[config.mk]
export PLATFORM = sky130hd
export DESIGN_NAME = rgb_line_pingpong_ctrl
export DESIGN_NICKNAME = d
export VERILOG_FILES = /design/src/rtl/rgb_buf_pkg.sv /design/src/rtl/rgb_line_pingpong_ctrl_line_ptr.sv /design/src/rtl/rgb_line_pingpong_ctrl.sv
export SDC_FILE = /design/constraint.sdc
export NUM_CORES = 1
export LEC_CHECK = 0
export CORE_ASPECT_RATIO = 1.2
export CORE_MARGIN = 2
export CORE_UTILIZATION = 35
export DETAILED_ROUTE_END_ITERATION = 8
export GPL_ROUTABILITY_DRIVEN = 0
export PLACE_DENSITY_LB_ADDON = 0.3
export SYNTH_ARGS = -nofsm -noshare
export SYNTH_HDL_FRONTEND = slang
export SYNTH_SLANG_ARGS = --single-unit
[constraint.sdc]
create_clock -name i_clk -period 1.9 [get_ports i_clk]
set_clock_uncertainty 0.05 [all_clocks]
set_input_delay 0.19 -clock i_clk [delete_from_list [all_inputs] [get_ports i_clk]]
set_output_delay 0.19 -clock i_clk [all_outputs]
set_load 0.05 [all_outputs]
[src/rtl/rgb_buf_pkg.sv]
// Shared definitions for the camera-to-HDMI ping-pong line buffer:
// default geometry, read-side state encoding and bank base addressing.
package rgb_buf_pkg;

    localparam int LINE_W_DEF = 640;
    localparam int ADDR_W_DEF = 11;
    localparam int DATA_W_DEF = 16;

    typedef enum logic [0:0] {
        R_IDLE = 1'b0,
        R_LINE = 1'b1
    } rd_state_e;

    // Bank 0 starts at address 0, bank 1 directly follows it.
    function automatic logic [31:0] bank_base(input logic bank, input int unsigned line_w);
        if (bank) begin
            return 32'(line_w);
        end else begin
            return 32'd0;
        end
    endfunction

endpackage

[src/rtl/rgb_line_pingpong_ctrl_line_ptr.sv]
// Per-line pixel pointer: counts accepted pixels, wraps at the end of a line
// and flips the bank it points into.
module line_ptr
    import rgb_buf_pkg::*;
#(
    parameter int LINE_W = LINE_W_DEF,
    parameter int CNT_W  = (LINE_W > 1) ? $clog2(LINE_W) : 1
) (
    input  logic             i_clk,
    input  logic             clr,
    input  logic             en,
    output logic [CNT_W-1:0] cnt,
    output logic             bank,
    output logic             wrap
);

    logic [CNT_W-1:0] cnt_r;
    logic             bank_r;
    logic             wrap_s;

    assign wrap_s = en && (cnt_r == CNT_W'(LINE_W - 1));
    assign cnt    = cnt_r;
    assign bank   = bank_r;
    assign wrap   = wrap_s;

    // Pointer and bank register: clear dominates, wrap moves to the other bank.
    always_ff @(posedge i_clk) begin
        if (clr) begin
            cnt_r  <= {CNT_W{1'b0}};
            bank_r <= 1'b0;
        end else if (wrap_s) begin
            cnt_r  <= {CNT_W{1'b0}};
            bank_r <= ~bank_r;
        end else if (en) begin
            cnt_r  <= cnt_r + CNT_W'(1);
        end else begin
            cnt_r  <= cnt_r;
        end
    end

endmodule

[src/rtl/rgb_line_pingpong_ctrl.sv]
// Ping-pong line buffer controller: camera fills one RAM bank while HDMI drains
// the other; owns addressing, bank ownership and overflow/underflow flags.
module rgb_line_pingpong_ctrl
    import rgb_buf_pkg::*;
#(
    parameter int LINE_W = LINE_W_DEF,
    parameter int ADDR_W = ADDR_W_DEF,
    parameter int DATA_W = DATA_W_DEF
) (
    input  logic              i_clk,
    input  logic              i_rst,
    input  logic              CAM_VSYNC,
    input  logic              CAM_En,
    input  logic [DATA_W-1:0] CAM_DTA,
    output logic              WR_EN,
    output logic [ADDR_W-1:0] WR_ADDR,
    output logic [DATA_W-1:0] WR_DTA,
    output logic [ADDR_W-1:0] RD_ADDR,
    input  logic              HDMI_Req,
    output logic              HDMI_Vld,
    output logic              LINE_Rdy,
    output logic              OVF,
    output logic              UDF
);

    localparam int CNT_W = (LINE_W > 1) ? $clog2(LINE_W) : 1;

    logic              flush_s;
    logic              wr_acc_s, wr_drop_s, wr_wrap_s, wr_bank_s;
    logic              rd_acc_s, rd_refuse_s, rd_wrap_s, rd_bank_s;
    logic [CNT_W-1:0]  wr_cnt_s, rd_cnt_s;
    logic [ADDR_W-1:0] wr_addr_s;
    logic [1:0]        full_r, full_nxt_s;
    rd_state_e         state_r, state_nxt_s;
    logic              wr_en_r, hdmi_vld_r, ovf_r, udf_r;
    logic [ADDR_W-1:0] wr_addr_r;
    logic [DATA_W-1:0] wr_dta_r;

    // Frame start behaves exactly like reset and wins over any same-cycle traffic.
    assign flush_s     = i_rst | CAM_VSYNC;
    assign wr_acc_s    = CAM_En & ~full_r[wr_bank_s];
    assign wr_drop_s   = CAM_En &  full_r[wr_bank_s];
    assign rd_acc_s    = HDMI_Req & (state_r == R_LINE);
    assign rd_refuse_s = HDMI_Req & (state_r == R_IDLE);

    assign wr_addr_s = ADDR_W'(bank_base(wr_bank_s, LINE_W) + 32'(wr_cnt_s));
    assign RD_ADDR   = ADDR_W'(bank_base(rd_bank_s, LINE_W) + 32'(rd_cnt_s));

    line_ptr #(.LINE_W(LINE_W), .CNT_W(CNT_W)) u_wr_ptr (
        .i_clk (i_clk),
        .clr   (flush_s),
        .en    (wr_acc_s),
        .cnt   (wr_cnt_s),
        .bank  (wr_bank_s),
        .wrap  (wr_wrap_s)
    );

    line_ptr #(.LINE_W(LINE_W), .CNT_W(CNT_W)) u_rd_ptr (
        .i_clk (i_clk),
        .clr   (flush_s),
        .en    (rd_acc_s),
        .cnt   (rd_cnt_s),
        .bank  (rd_bank_s),
        .wrap  (rd_wrap_s)
    );

    // Bank ownership: completion and release always hit different banks.
    always_comb begin
        full_nxt_s = full_r;
        if (wr_wrap_s) begin
            full_nxt_s[wr_bank_s] = 1'b1;
        end else begin
            full_nxt_s[wr_bank_s] = full_r[wr_bank_s];
        end
        if (rd_wrap_s) begin
            full_nxt_s[rd_bank_s] = 1'b0;
        end else begin
            full_nxt_s[rd_bank_s] = full_nxt_s[rd_bank_s];
        end
    end

    // Read sequencing: one idle cycle per bank swap.
    always_comb begin
        state_nxt_s = R_IDLE;
        case (state_r)
            R_IDLE: begin
                if (full_r[rd_bank_s]) begin
                    state_nxt_s = R_LINE;
                end else begin
                    state_nxt_s = R_IDLE;
                end
            end
            R_LINE: begin
                if (rd_wrap_s) begin
                    state_nxt_s = R_IDLE;
                end else begin
                    state_nxt_s = R_LINE;
                end
            end
            default: state_nxt_s = R_IDLE;
        endcase
    end

    // Control state, sticky flags and registered RAM/HDMI outputs.
    always_ff @(posedge i_clk) begin
        if (flush_s) begin
            full_r     <= 2'b00;
            state_r    <= R_IDLE;
            wr_en_r    <= 1'b0;
            wr_addr_r  <= {ADDR_W{1'b0}};
            wr_dta_r   <= {DATA_W{1'b0}};
            hdmi_vld_r <= 1'b0;
            ovf_r      <= 1'b0;
            udf_r      <= 1'b0;
        end else begin
            full_r     <= full_nxt_s;
            state_r    <= state_nxt_s;
            wr_en_r    <= wr_acc_s;
            hdmi_vld_r <= rd_acc_s;
            ovf_r      <= ovf_r | wr_drop_s;
            udf_r      <= udf_r | rd_refuse_s;
            if (wr_acc_s) begin
                wr_addr_r <= wr_addr_s;
                wr_dta_r  <= CAM_DTA;
            end else begin
                wr_addr_r <= wr_addr_r;
                wr_dta_r  <= wr_dta_r;
            end
        end
    end

    assign WR_EN    = wr_en_r;
    assign WR_ADDR  = wr_addr_r;
    assign WR_DTA   = wr_dta_r;
    assign HDMI_Vld = hdmi_vld_r;
    assign LINE_Rdy = (state_r == R_LINE);
    assign OVF      = ovf_r;
    assign UDF      = udf_r;

endmodule
==> run metrics, run 1 <==
first drt pass iteration count 4; first-pass GRT wire length 8520 um; Post-Route Utilization 49.0%; share of the synthesized area in the top cell type 48.6%; ys async rst share 0%; HPWL Detailed 3690 um; fill count 622; Sequential Area 0.00112 mm^2; CTS Hold Bufs 0; die footprint 0.00726 mm^2; CP arrival 1.59 ns; DIE WIDTH 78.1 um; # diodes 0; RSZ-0062 raised after global routing no; Slowest Stage Delay on Critical Path 0.84 ns; Post-Route WL 5030 um; DRT antenna net count 0; # nets final 362; fin crit share 96.2%; Mapped Cells 272; Slowest-stage cell, CP clkdlybuf4s50_1; CP delay by family, top buffers and inverters; Final min period 1.83 ns; CP bufs+invs 1; Die H 93.0 um; Synth Warn # 0; # H-tree levels 2; number of global-route vias before repair 1900; critical setup path kind flop to output port; Area Growth Syn to Fin 36.0%; MaxCap Viol Count 0; sequential area share after synthesis 48.6%; post-DR vias/cell 4.74; average size of a mapped cell 8.49 um^2; total track usage 14.6%; drc violations 0; Final Max Tran Viols 0; Synth Register Bits 56; Critical Path Fanout Max 7; final setup fails 0; Crit. End Element output port; number of enable flip-flop cells after synthesis 0; post-synth top area cell dfxtp_1; initial antenna violation count 0; Worst Max-Slew Pin Slew 0.531 ns; Max clock buf depth 2; clock-pin slew on the worst setup and hold paths 0.10 ns; largest net degree at the start of global routing 19; mapped cell area 0.00231 mm^2; total grt overflow 0; main flop type after synthesis dfxtp_1; Setup crit start kind flop; Vias 1987; CORE AREA 0.00641 mm^2; CP cell instances clkdlybuf4s50_1; Static Leakage 1.16 nW; status finished clean; Rel. slew slack 64.5%; PD cells 689 mW/mm^2; share of post-route cells with drive strength above 1 7.78%; Root Driver clkbuf_8; commonest cells after routing, fill and taps aside 58 x nand2_1, 58 x clkdlybuf4s50_1, 55 x dfxtp_1; final hold vios 0; TritonCTS buffer count 5; DR WL/cell 12.0 um; worst min-delay path class input pin to flop; required time worst endpoint 1.66 ns; R2R Setup Slk 0.21 ns; area occupied by multi-input gates 0.00107 mm^2; setup bufs post-CTS 0; Mapped Nets 301; max frequency 0.547 GHz; Clock Sink Count 56; number of library cell types mapped by synthesis 30; I/O Pins 64; Port Buffers 63; Clk Latency, worst-skew pair 0.31 ns; 1st-iter DRT viols 51; maximum VDD drop 0.000418 V; TNS Setup 0 ns; CTS resizes 0; CTS tree done; Initial Util 36.0%; leading post-synthesis cells by cell area dfxtp_1 49%, nand2_1 9.4%, a21oi_1 7.2%; row cnt 32
final timing paths:
path | from | endpoint | cells past startpoint
max | LINE_Rdy$_SDFF_PP0_ | LINE_Rdy | 1
min | CAM_DTA[15] | WR_DTA[15]$_SDFFE_PP0P_ | 3
max reg2reg | u_wr_ptr.bank$_SDFFE_PP0N_ | full_r[0]$_SDFF_PP0_ | 4
min reg2reg | WR_DTA[5]$_SDFFE_PP0P_ | WR_DTA[5]$_SDFFE_PP0P_ | 2
synthesized netlist by cell type, types with 7 or more instances:
library cell	number
nand2_1	58
nand4_1	7
nor2_1	27
xnor2_1	7
nand3_1	11
dfxtp_1	56
ha_1	8
buf_4	7
xor2_1	12
a21oi_1	33
clkbuf_1	7
kinds of logic after synthesis:
family,count (synthesis),share of synthesized area (%)
simple gates,121,23.1
flops,56,48.6
compound gates,43,10.4
buf+inv,22,4.93
xor+xnor,19,7.21
fa+ha+maj,8,4.34
mux,3,1.52
area by class of cell:
type                            count  share of cell area, %
Sequential cell                    56                   35.7
Multi-Input combinational cell    194                   34.2
Tap cell                           85                   3.39
Inverter                            4                  0.478
Clock inverter                      2                   1.12
Clock buffer                        6                   2.31
Timing Repair Buffer               72                   22.8
per-stage QoR:
stage               area, um^2  worst slack, ns  total power, mW  hold WS (ns)  instances
finish                    3140           0.0730             2.16         0.370        419
detailed placement        3030            0.183             1.43         0.395        411
global placement          3030            0.225             1.43         0.392        411
global route              3140          0.00630             2.25         0.363        419
CTS                       3140           0.0372             2.20         0.360        419
floorplan                 2310            0.136             1.33         0.276        272
power breakdown:
| part | leakage (nW) | total, mW | internal (mW) | switching [mW] |
|---|---|---|---|---|
| combinational | 0.649 | 0.201 | 0.0853 | 0.116 |
| sequential | 0.454 | 1.20 | 1.19 | 0.00768 |
| clock | 0.0552 | 0.767 | 0.392 | 0.375 |
metal layers:
layer / up-vias / part of all wire (%) / global-route usage (%)
met5: - / 0 / 0
met4: 0 / 1.3 / 5.12
met3: 7 / 5.7 / 3.80
met2: 47 / 50 / 26.4
met1: 905 / 43 / 16.6
li1: 1028 / - / -
flip-flops by register name (all words and copies together) (netlist names):
| signal | count |
|---|---|
| WR_DTA | 16 |
| WR_ADDR | 11 |
| u_rd_ptr.cnt | 10 |
| u_wr_ptr.cnt | 10 |
| full_r | 2 |
| HDMI_Vld | 1 |
| LINE_Rdy | 1 |
| OVF | 1 |
| UDF | 1 |
| WR_EN | 1 |
| u_rd_ptr.bank | 1 |
| u_wr_ptr.bank | 1 |
Power figures use the tool's default switching activity.
==> run 2, diff against run 1 <==
- CORE_ASPECT_RATIO: 1.2 -> 0.7
==> run metrics, run 2 (synthesis results as in run 1) <==
status finished clean; Crit. End Element output port; CP arrival 1.59 ns (about the same); fin crit share 96.5% (+0.32 points); Slowest-stage cell, CP clkdlybuf4s50_1; maximum VDD drop 0.000303 V (-28%); # nets final 363 (+0.28%); Port Buffers 63 (unchanged); final cell count without fillers 413 (-1.4%); share of post-route cells with drive strength above 1 8.36% (+0.57 points); TritonCTS buffer count 5 (unchanged); Area Growth Syn to Fin 36.7%; Gate power share 9.5% (+0.2 points); first drt pass iteration count 4 (unchanged); row cnt 24 (-25%); CTS tree done; largest net degree at the start of global routing 31 (+12); 1st-iter DRT viols 105 (+110%); initial antenna violation count 0 (unchanged); Root Driver clkbuf_8; Rel. slew slack 65.5% (+0.97 points); Setup crit start kind flop; commonest cells after routing, fill and taps aside 59 x clkdlybuf4s50_1, 58 x nand2_1, 55 x dfxtp_1; clock network power share 35.1% (-0.3 points); GR peak layer met2; Final Max Tran Viols 0 (unchanged); MaxCap Viol Count 0 (unchanged); max FFs per register 16 (unchanged); RSZ-0062 raised after global routing no; HPWL Detailed 3810 um (+3.1%); DR WL/cell 12.8 um (+6.3%); drc violations 0 (unchanged); DRT antenna net count 0 (unchanged); Max clock buf depth 2 (unchanged); critical setup path kind flop to output port; met1 global-route usage 20.3% (+3.7 points); Slowest Stage Delay on Critical Path 0.84 ns (about the same); CP cell instances clkdlybuf4s50_1; final hold vios 0 (unchanged); M3 GR Usage 4.24% (+0.44 points); die footprint 0.00727 mm^2 (+0.11%); Worst Max-Slew Pin Slew 0.516 ns (-0.0145 ns); # H-tree levels 2 (unchanged); CP bufs+invs 1 (unchanged); Clock Sink Count 56 (unchanged); Sequential Power Share 55.4% (about the same); Vias 2008 (+1.1%); final setup fails 0 (unchanged); Initial Util 36.6% (+0.57 points); max frequency 0.546 GHz (-0.33%); number of global-route vias before repair 1865 (-1.8%); Clk Latency, worst-skew pair 0.29 ns (-0.02 ns); first-pass GRT wire length 8670 um (+1.8%); required time worst endpoint 1.66 ns (about the same); commonest non-fill, non-tap cell in the layout clkdlybuf4s50_1; CTS Hold Bufs 0 (unchanged); total track usage 14.9% (+0.29 points); PD cells 684 mW/mm^2 (-0.78%); Critical Path Fanout Max 6 (-1); I/O Pins 64 (unchanged); Die H 72.0 um (-23%); worst min-delay path class input pin to flop; post-DR vias/cell 4.86 (+2.5%); Sw Share 22.8% (-0.28 points); Static Leakage 1.15 nW (-0.74%); Post-Route WL 5280 um (+4.8%); M2 GR Usage 23.6% (-2.7 points); CP delay by family, top buffers and inverters; DIE WIDTH 101 um (+29%); Switch Pwr 0.492 mW (-1.5%); Final min period 1.83 ns (+0.00611 ns); CORE AREA 0.00631 mm^2 (-1.6%); total grt overflow 0 (unchanged); P_int 1.67 mW (about the same); # diodes 0 (unchanged); placed cells 405 (-1.5%); clock-pin slew on the worst setup and hold paths 0.09 ns (about the same); TNS Setup 0 ns (unchanged)
-- run 2: cell count changes in the layout (fill, tap and decap cells not counted), sizes merged --
cell,change
buf,+1
clkdlybuf4s50,+1
dlymetal6s2s,-1
-- run 2: area by class of cell --
cell class / instances / area (um^2)
Timing Repair Buffer: 73 / 733
Inverter: 4 / 15.0
Sequential cell: 56 / 1120
Clock buffer: 6 / 72.6
Clock inverter: 2 / 35.0
Fill cell: 627 / 3150
Tap cell: 78 / 97.6
Multi-Input combinational cell: 194 / 1080
-- run 2: worst paths after layout --
check / from / end / slack (ns) / cells after the start
worst min-delay path: CAM_DTA[1] / WR_DTA[1]$_SDFFE_PP0P_ / 0.38 / 3
worst min register to register: WR_DTA[0]$_SDFFE_PP0P_ / WR_DTA[0]$_SDFFE_PP0P_ / 0.41 / 2
worst max-delay path: u_rd_ptr.cnt[3]$_SDFFE_PP0P_ / RD_ADDR[3] / 0.07 / 1
worst max register to register: u_wr_ptr.bank$_SDFFE_PP0N_ / u_wr_ptr.cnt[9]$_SDFFE_PP0P_ / 0.19 / 4
-- run 2: routing by layer --
layer	routed length, um	part of all wire [%]
met5	0	0
met4	34	0.64
met1	2620	50
met3	375	7.1
met2	2240	42
-- run 2: power by group through the flow --
| stage | Clock, mW | Sequential [mW] | Combinational [mW] |
|---|---|---|---|
| 2_1_floorplan | 0 | 1.27 | 0.0567 |
| 3_3_place_gp | 0 | 1.22 | 0.205 |
| 3_5_place_dp | 0 | 1.22 | 0.207 |
| 4_1_cts | 0.789 | 1.20 | 0.208 |
| 5_1_grt | 0.824 | 1.20 | 0.222 |
| 6_report | 0.757 | 1.20 | 0.206 |
-- run 2: stage by stage --
stage               total power, mW  area [um^2]  util [%]  hold WS [ns]  setup WS [ns]
floorplan                      1.33         2310         -         0.276          0.136
global placement               1.43         3040      48.2         0.391          0.222
detailed placement             1.43         3040      48.2         0.397          0.171
CTS                            2.19         3150      49.9         0.372         0.0610
global route                   2.24         3160      50.1         0.378         0.0225
finish                         2.16         3160      50.1         0.381         0.0669
-- run 2: what timing repair did --
action	4_1_cts	5_1_grt
gates resized for setup	0	2
buffers inserted	0	0
hold endpoints to repair	0	0
endpoints found under the setup margin	0	1
==> run 3, diff against run 2 <==
- CAP_MARGIN: default -> 20
- SYNTH_HIERARCHICAL: default -> 1
==> run metrics, run 3 <==
max FFs per register 16 (unchanged); number of library cell types mapped by synthesis 37 (+23%); Initial Util 36.6% (about the same); final cell count without fillers 439 (+6.3%); # diodes 0 (unchanged); largest net degree at the start of global routing 29 (-6.5%); worst hold path cell count 3 (unchanged); Critical R2R Launch u_wr_ptr/bank$_SDFFE_PP0P_; initial antenna violation count 0 (unchanged); multiplexer share of the synthesized area 3.19% (+1.7 points); row cnt 25 (+4.2%); fin crit share 94.8% (-1.6 points); 1st-iter DRT viols 112 (+6.7%); largest family of logic cells by synthesized area compound AO/OA/AOI/OAI gates; PD cells 600 mW/mm^2 (-12%); Worst Max-Slew Pin Slew 0.538 ns (+0.0221 ns); Setup crit start kind flop; status finished clean; worst min-delay path startpoint CAM_DTA[3]; Rel. slew slack 64.0% (-1.5 points); Root Driver clkbuf_8; number of global-route vias before repair 2053 (+10%); adder-cell share of the synthesized area 3.99% (-0.35 points); total grt overflow 0 (unchanged); placed cells 432 (+6.7%); Critical Path Fanout Max 6 (unchanged); hold worst-path end WR_DTA[3]$_SDFFE_PP0P_; Max clock buf depth 2 (unchanged); Area Growth Syn to Fin 36.2%; r2r worst-path depth 5 (+1); Synth Register Bits 56 (unchanged); ys async rst share 0% (unchanged); Vias 2264 (+13%); average size of a mapped cell 9.37 um^2 (+10%); CP delay by family, top buffers and inverters; Post-Route Utilization 49.9% (-0.14 points); critical setup path kind flop to output port; post-route cell area 0.00342 mm^2 (+8.3%); MaxCap Viol Count 0 (unchanged); placed cell area 0.00333 mm^2 (+9.6%); max frequency 0.555 GHz (+1.7%); CTS Hold Bufs 0 (unchanged); leading post-synthesis cells by cell area dfxtp_1 45%, a21oi_1 8.0%, nand3_1 6.2%; CP arrival 1.56 ns (-0.03 ns); worst r2r dst u_wr_ptr/cnt[8]$_SDFFE_PP0P_; die footprint 0.00788 mm^2 (+8.3%); TritonCTS buffer count 5 (unchanged); xor-xnor portion of the synthesized cell area 3.49% (-3.7 points); Die H 74.9 um (+4.0%); drc violations 0 (unchanged); worst min-delay path class input pin to flop; # nets final 374 (+3.0%); CTS tree done; Final Hold Slack 0.373 ns (-0.00766 ns); Synth Area in Simple Gates 18.6% (-4.4 points); CP cell instances clkdlybuf4s50_1; final setup fails 0 (unchanged); Synth Warn # 6 (+6); Static Leakage 1.25 nW (+8.9%); maximum VDD drop 0.000311 V (+2.8%); area occupied by multi-input gates 0.00126 mm^2 (+16%); Slowest-stage cell, CP clkdlybuf4s50_1; share of post-route cells with drive strength above 1 18.0% (+9.6 points); Post-Route WL 6100 um (+16%); Clock Sink Count 56 (unchanged); I/O Pins 64 (unchanged); Slowest Stage Delay on Critical Path 0.83 ns (about the same); post-DR vias/cell 5.16 (+6.1%); commonest non-fill, non-tap cell in the layout clkdlybuf4s50_1; HPWL Detailed 4350 um (+14%); first drt pass iteration count 4 (unchanged); DR WL/cell 13.9 um (+8.8%); number of enable flip-flop cells after synthesis 0 (unchanged); required time worst endpoint 1.66 ns (about the same); sequential area share after synthesis 44.7% (-3.9 points); Final Max Tran Viols 0 (unchanged); share of the synthesized area in the top cell type 44.7% (-3.9 points); Sequential Area 0.00113 mm^2 (+0.67%); final hold vios 0 (unchanged); DIE WIDTH 105 um (+4.1%); RSZ-0062 raised after global routing no; Crit. End Element output port; Power Total 2.05 mW (-5.0%); final setup margin 0.0982 ns (+0.0313 ns); most numerous cell in the Yosys netlist dfxtp_1; clock-pin slew on the worst setup and hold paths 0.10 ns (about the same); TNS Setup 0 ns (unchanged); commonest cells after routing, fill and taps aside 55 x clkdlybuf4s50_1, 51 x dfxtp_1, 40 x a21oi_1; Clk Latency, worst-skew pair 0.32 ns (+0.03 ns); first-pass GRT wire length 9930 um (+14%); top cells by count, synth 56 x dfxtp_1, 40 x a21oi_1, 31 x nand3_1; fill count 630 (+0.48%); Port Buffers 63 (unchanged); mapped cell area 0.00251 mm^2 (+8.7%); Mapped Cells 268 (-1.5%); # H-tree levels 2 (unchanged); post-synth top area cell dfxtp_1; Synth Area in Compound Gates 20.4% (+10 points); main flop type after synthesis dfxtp_1; total track usage 15.7% (+0.81 points); DRT antenna net count 0 (unchanged); Setup WS pre-CTS 0.0226 ns (-0.148 ns); Final min period 1.80 ns (-0.0313 ns); CP bufs+invs 1 (unchanged); Mapped Nets 297 (-1.3%); CORE AREA 0.00685 mm^2 (+8.6%); R2R Setup Slk 0.17 ns (-0.02 ns)
==> run 3: changes by cell type after synthesis, moves of 7 or more <==
cell | before | now
o21ai_2 | 0 | 11
o21ai_0 | 3 | 13
o21ai_1 | 0 | 7
nand3_1 | 11 | 31
nand2_1 | 58 | 6
a21oi_1 | 33 | 40
nor2_1 | 27 | 15
==> run 3: worst max-delay path by stage <==
stage,startpoint,end,slack [ns],cells after the start
2_1_floorplan,u_wr_ptr/bank$_SDFFE_PP0P_,u_wr_ptr/bank$_SDFFE_PP0P_,0.02,6
3_5_place_dp,HDMI_Req,u_rd_ptr/cnt[7]$_SDFFE_PP0P_,0.02,6
5_1_grt,u_rd_ptr/cnt[7]$_SDFFE_PP0P_,RD_ADDR[9],0.03,4
4_1_cts,u_rd_ptr/bank$_SDFFE_PP0P_,RD_ADDR[9],0.01,4
6_report,u_rd_ptr/cnt[5]$_SDFFE_PP0P_,RD_ADDR[5],0.1,1
3_3_place_gp,HDMI_Req,u_rd_ptr/bank$_SDFFE_PP0P_,0.08,5
==> run 3: timing repair <==
action	in CTS	in global routing
buffers inserted	0	0
gates resized for setup	1	4
endpoints found under the setup margin	1	4
==> run 3: where the power goes <==
part	internal [mW]	total (mW)	switching, mW
clock network	0.252	0.646	0.394
logic	0.0891	0.211	0.122
registers	1.19	1.20	0.00804
==> run 3: worst reg2reg max path: stages (launching register included) <==
cell and delay (ns):
dfxtp_4 0.36, mux2_4 0.31, nor2_2 0.17, nand4_4 0.15, or4_1 0.50, a21oi_1 0.15
==> run 3: kinds of logic after synthesis <==
family,Yosys count
AND/OR/NAND/NOR,83
adder cells (fa/ha/maj),8
multiplexers,6
flip-flops,56
XOR/XNOR,10
AO/OA/AOI/OAI,85
buffers and inverters,20
==> run 3: final cells by class <==
class | instances | share of cell area [%]
clock buffers | 5 | 2.01
clock inverters | 2 | 0.329
inverters | 5 | 0.549
multi-input cells | 192 | 36.7
flip-flops and latches | 56 | 33.0
well taps | 94 | 3.44
repair buffers | 85 | 23.9
==> run 3: layer usage <==
metal	track usage, %	vias up	routed length, um
met1	21.9	1082	3100
met2	23.1	47	2570
met3	5.71	5	382
li1	-	1130	-
met5	0	-	0
met4	4.59	0	55
